===== config.mk =====
export PLATFORM = sky130hd
export DESIGN_NAME = shift_reg_universal
export DESIGN_NICKNAME = d
export VERILOG_FILES = /design/src/rtl/shift_reg_pkg.sv /design/src/rtl/dff_en_r.sv /design/src/rtl/shift_reg_universal.sv
export SDC_FILE = /design/constraint.sdc
export NUM_CORES = 1
export LEC_CHECK = 0
export ABC_AREA = 1
export CORE_MARGIN = 2
export CORE_UTILIZATION = 43
export DETAILED_ROUTE_END_ITERATION = 10
export GPL_TIMING_DRIVEN = 0
export PLACE_DENSITY = 0.84
export SYNTH_ARGS = -nofsm -noshare
export SYNTH_HDL_FRONTEND = slang
export SYNTH_SLANG_ARGS = --single-unit

===== constraint.sdc =====
create_clock -name clk -period 3.55 [get_ports clk]
set_clock_uncertainty 0.1 [all_clocks]
set_input_delay 0.71 -clock clk [delete_from_list [all_inputs] [get_ports clk]]
set_output_delay 0.71 -clock clk [all_outputs]
set_load 0.005 [all_outputs]

===== src/rtl/shift_reg_pkg.sv =====
// Shared definitions for the universal shift register: mode encoding and
// the count-width helper.
package shift_reg_pkg;

  typedef enum logic [2:0] {
    MODE_HOLD = 3'd0,
    MODE_LOAD = 3'd1,
    MODE_SHL  = 3'd2,
    MODE_SHR  = 3'd3,
    MODE_ROL  = 3'd4,
    MODE_ROR  = 3'd5,
    MODE_ASR  = 3'd6,
    MODE_CLR  = 3'd7
  } mode_t;

  function automatic int unsigned count_w(input int unsigned width);
    return $clog2(width + 1);
  endfunction

endpackage


===== src/rtl/dff_en_r.sv =====
// Width-parameterised D flip-flop with enable and asynchronous active-high
// reset.
module dff_en_r #(
  parameter int unsigned WIDTH = 8
) (
  input  logic             i_clk,
  input  logic             i_reset,
  input  logic             i_en,
  input  logic [WIDTH-1:0] i_d,
  output logic [WIDTH-1:0] o_q
);

  always_ff @(posedge i_clk or posedge i_reset) begin
    if (i_reset)
      o_q <= '0;
    else if (i_en)
      o_q <= i_d;
  end

endmodule


===== src/rtl/shift_reg_universal.sv =====
// Universal shift register: hold/load/shift/rotate/arith-shift/clear with a
// saturating count of shift-type operations since the last load or clear.
module shift_reg_universal
  import shift_reg_pkg::*;
#(
  parameter int unsigned WIDTH = 8
) (
  input  logic                        clk,
  input  logic                        reset,
  input  logic [2:0]                  mode,
  input  logic [WIDTH-1:0]            d,
  input  logic                        sin,
  output logic [WIDTH-1:0]            q,
  output logic                        sout,
  output logic [count_w(WIDTH)-1:0]   count,
  output logic                        done
);

  localparam int unsigned    CW      = count_w(WIDTH);
  localparam logic [CW-1:0]  CNT_MAX = CW'(WIDTH);

  mode_t            w_mode;
  logic             w_en;
  logic [WIDTH-1:0] w_q_nxt;
  logic             w_sout_nxt;
  logic [CW-1:0]    w_cnt_nxt;
  logic [CW-1:0]    w_cnt_inc;
  logic [WIDTH-1:0] r_q;
  logic [0:0]       r_sout;
  logic [CW-1:0]    r_count;

  assign w_mode    = mode_t'(mode);
  assign w_en      = (w_mode != MODE_HOLD);
  assign w_cnt_inc = (r_count == CNT_MAX) ? r_count : r_count + CW'(1);

  always_comb begin
    w_q_nxt    = r_q;
    w_sout_nxt = r_sout[0];
    w_cnt_nxt  = r_count;
    case (w_mode)
      MODE_HOLD: ;
      MODE_LOAD: begin
        w_q_nxt    = d;
        w_sout_nxt = 1'b0;
        w_cnt_nxt  = '0;
      end
      MODE_SHL: begin
        w_q_nxt    = {r_q[WIDTH-2:0], sin};
        w_sout_nxt = r_q[WIDTH-1];
        w_cnt_nxt  = w_cnt_inc;
      end
      MODE_SHR: begin
        w_q_nxt    = {sin, r_q[WIDTH-1:1]};
        w_sout_nxt = r_q[0];
        w_cnt_nxt  = w_cnt_inc;
      end
      MODE_ROL: begin
        w_q_nxt    = {r_q[WIDTH-2:0], r_q[WIDTH-1]};
        w_sout_nxt = r_q[WIDTH-1];
        w_cnt_nxt  = w_cnt_inc;
      end
      MODE_ROR: begin
        w_q_nxt    = {r_q[0], r_q[WIDTH-1:1]};
        w_sout_nxt = r_q[0];
        w_cnt_nxt  = w_cnt_inc;
      end
      MODE_ASR: begin
        w_q_nxt    = {r_q[WIDTH-1], r_q[WIDTH-1:1]};
        w_sout_nxt = r_q[0];
        w_cnt_nxt  = w_cnt_inc;
      end
      MODE_CLR: begin
        w_q_nxt    = '0;
        w_sout_nxt = 1'b0;
        w_cnt_nxt  = '0;
      end
      default: ;
    endcase
  end

  dff_en_r #(.WIDTH(WIDTH)) u_q_reg (
    .i_clk   (clk),
    .i_reset (reset),
    .i_en    (w_en),
    .i_d     (w_q_nxt),
    .o_q     (r_q)
  );

  dff_en_r #(.WIDTH(1)) u_sout_reg (
    .i_clk   (clk),
    .i_reset (reset),
    .i_en    (w_en),
    .i_d     (w_sout_nxt),
    .o_q     (r_sout)
  );

  dff_en_r #(.WIDTH(CW)) u_cnt_reg (
    .i_clk   (clk),
    .i_reset (reset),
    .i_en    (w_en),
    .i_d     (w_cnt_nxt),
    .o_q     (r_count)
  );

  assign q     = r_q;
  assign sout  = r_sout[0];
  assign count = r_count;
  assign done  = (r_count == CNT_MAX);

endmodule

==> results.tsv <==
stage	metric	value	unit
status	outcome	finished clean	
final_layout	postLayoutCoreUtil	62.1	%
pwr	vdd.ir_drop.worst	264	uV
placed_design	gpl.final_weighted_congestion	0.802	
cts	post_cts_hold_buffer_count	0	
worst_hold_path	holdPathStages	1	
sta	tns	0	ps
logic_synthesis	ys_async_rst_share	100	%
flow_run	max-cap-violations	0	
final_layout	area_occupied_by_multi_input_gates	509	um2
critical_path	crit_path_top_delay_cell	clkdlybuf4s50_1	
cts	postCtsResizedCells	0	
sta	max_slew.worst_pin.slew	501	ps
logic_synthesis	synth_area	945	um2
die	placementRows	16	
sta	maxSlewHeadroom	66.5	%
detailed_routing	avgViaCountPerCell	4.93	
cts	cts_buffer_depth	2	
grt	first_global_vias	850	
grt	wire_length_of_the_first_global_routing_pass	3.68	mm
critical_path	crit_top_cell	inv_1	
critical_path	critPathRequiredTime	2740	ps
final_layout	nets	188	
logic_synthesis	post_synthesis_net_count	158	
cts	clock-sinks	13	
sta	hold_violations_final	0	
sta	holdWs	432	ps
cts	ctsHtreeMaxLevel	1	
cts	worst_setup_hold_path_clk_slew	80	ps
die	die_width	50.9	um
detailed_routing	post_detailed_route_drc_marker_count	0	
final_layout	post_route_cells_drive_above_1_share	11.7	%
grt	grtUsageTotal	18.2	%
pwr	fin_total_pwr	535	uW
pwr	power_leakage	0.000676	uW
critical_path	critical_path.endpoint_type	output port	
critical_path	r2r-end	u_cnt_reg.o_q[0]	
logic_synthesis	syn_inst	142	
placed_design	portBuffers	25	
critical_path	launching_instance_or_port_of_the_critical_path	u_cnt_reg.o_q[0]	
cts	ctsRootBufferMaster	clkbuf_4	
logic_synthesis	ys_types	20	
logic_synthesis	yosysMostFrequentCell	nand2_1	
cts	worstSkewPairLatency	270	ps
critical_path	cpPeakStageDelay	490	ps
logic_synthesis	synth-warning-count	0	
critical_path	reg2reg_from	u_cnt_reg.o_q[0]	
detailed_routing	drt-wirelength-per-cell	11.0	um
worst_hold_path	timing.hold.worst.class	register to register	
final_layout	seqCellArea	325	um2
logic_synthesis	post_synth_main_area_contributors	dfrtp_1 (34%), nand2_1 (19%), nor2_1 (9.1%), nand3_1 (8.5%), inv_1 (4.8%)	
cts	cts_tree	built	
die	die_y	50.9	um
grt	gr_overflow_total	0	
detailed_routing	drtIter0Drc	16	
placed_design	detailed_place_hpwl	1.67	mm
final_layout	fillerInstances	192	
critical_path	path_cells	inv_1, ha_1, nand3_1, inv_1, clkdlybuf4s50_1	
logic_synthesis	synth.top_cells.by_count	nand2_1 (48), nor2_1 (23), nand3_1 (16)	
critical_path	worstRegToRegCells	7	
die	core_region_area	2020	um2
die	dieArea	2590	um2
detailed_routing	detail-route-antenna-nets	0	
worst_hold_path	startpoint_of_the_tightest_hold_check_path	u_cnt_reg.o_q[3]	
critical_path	worst_ep_arrival_time	1610	ps
sta	final_min_period_over_clock_period	68.1	%
cts	postCtsSetupRepairBufs	0	
logic_synthesis	avgSynthCellArea	6.65	um2
logic_synthesis	postSynth.topFlopCell	dfrtp_1	
grt	grt_max_degree	14	
detailed_routing	route.final.wire_length	2.18	mm
grt	antenna_found_initial	0	
pwr	power-per-cell-area	426	nW/um2
sta	drv_slew	0	
detailed_routing	detail_route.first_pass.iterations	4	
logic_synthesis	synth_enable_flop_cells	0	
critical_path	critPathKind	register to output port	
sta	rsz0062_at_grt	no	
critical_path	critical_path.startpoint_type	register	
die	initial_core_utilization	46.7	%
final_layout	diodes	0	
cts	tritoncts.num_buffers	3	
critical_path	rrSetupSlack	2180	ps
sta	period_needed	2420	ps
worst_hold_path	holdPathEnd	u_cnt_reg.o_q[3]	
critical_path	critPathMaxFanout	4	
die	boundaryPins	28	
sta	max_freq	0.413	GHz
final_layout	synthToLayoutAreaGrowth	32.8	%
logic_synthesis	ys_ff_latch	13	
logic_synthesis	synth.top_cell.area_share	34.4	%
sta	setup-violations-final	0	
logic_synthesis	seq_area_frac_synth	34.4	%
detailed_routing	routed-via-count	977	
logic_synthesis	post-synth-top-area-cell	dfrtp_1	
sequential cells by signal, summed over array words and instances (netlist names):
name,count
u_q_reg.o_q,8
u_cnt_reg.o_q,4
u_sout_reg.o_q,1
power breakdown:
| part | total [uW] | switching (uW) | internal [uW] |
|---|---|---|---|
| registers | 224 | 40.7 | 183 |
| clock network | 90.8 | 47.3 | 43.4 |
| logic | 221 | 98.1 | 123 |
per-layer routing:
metal | vias up | share of wire [%] | GRT usage (%)
li1 | 498 | - | -
met1 | 448 | 45 | 25.2
met2 | 29 | 49 | 30.3
met3 | 2 | 4.5 | 0.877
met4 | 0 | 1.2 | 6.76
met5 | - | 0 | 0
stage by stage:
stage	cell area [um2]	cells	setup slack, ps
after floorplan	945	142	1960
after global placement	1230	194	1380
after detailed placement	1230	194	1330
after CTS	1250	198	1120
after global routing	1250	198	1050
final	1250	198	1130
worst max-delay path, delay by kind of cell (launching register included):
family,cells,cell delay (ps)
adders and majority gates,1,150
DFF,1,420
buffers and inverters,3,680
and+or+nand+nor,1,100
worst max-delay path by stage:
stage / endpoint / slack (ps) / depth (start not counted)
after floorplan: u_q_reg.o_q[1] / 1960 / 8
after global placement: u_q_reg.o_q[3] / 1380 / 8
after detailed placement: u_q_reg.o_q[1] / 1330 / 8
after CTS: done / 1120 / 5
after global routing: done / 1050 / 5
final: done / 1130 / 5
cells in the final DEF, fill, tap and decap left out, drive strengths merged, types with 2 or more instances in the layout:
cell type	synthesis	layout
inv	15	15
buf	4	4
o21ai	4	4
dfrtp	13	13
ha	2	2
clkbuf	0	4
nand2	54	54
nand4	2	2
nor2	24	24
clkdlybuf4s50	0	25
a21oi	4	4
nand3	17	17
cell type report:
class,count,area share (%)
Clock buffer,4,2.09
Multi-Input combinational cell,109,40.6
Sequential cell,13,25.9
Inverter,16,4.89
Buffer,4,3.89
Timing Repair Buffer,25,19.9
Tap cell,27,2.69
cells by family after synthesis:
family / count (synthesis) / share of synthesized area (%)
AO/OA/AOI/OAI: 9 / 4.90
AND/OR/NAND/NOR: 97 / 45.4
buffers and inverters: 20 / 11.7
XOR/XNOR: 1 / 0.927
adder cells (fa/ha/maj): 2 / 2.65
flip-flops: 13 / 34.4
(Power assumes the default switching activity.)
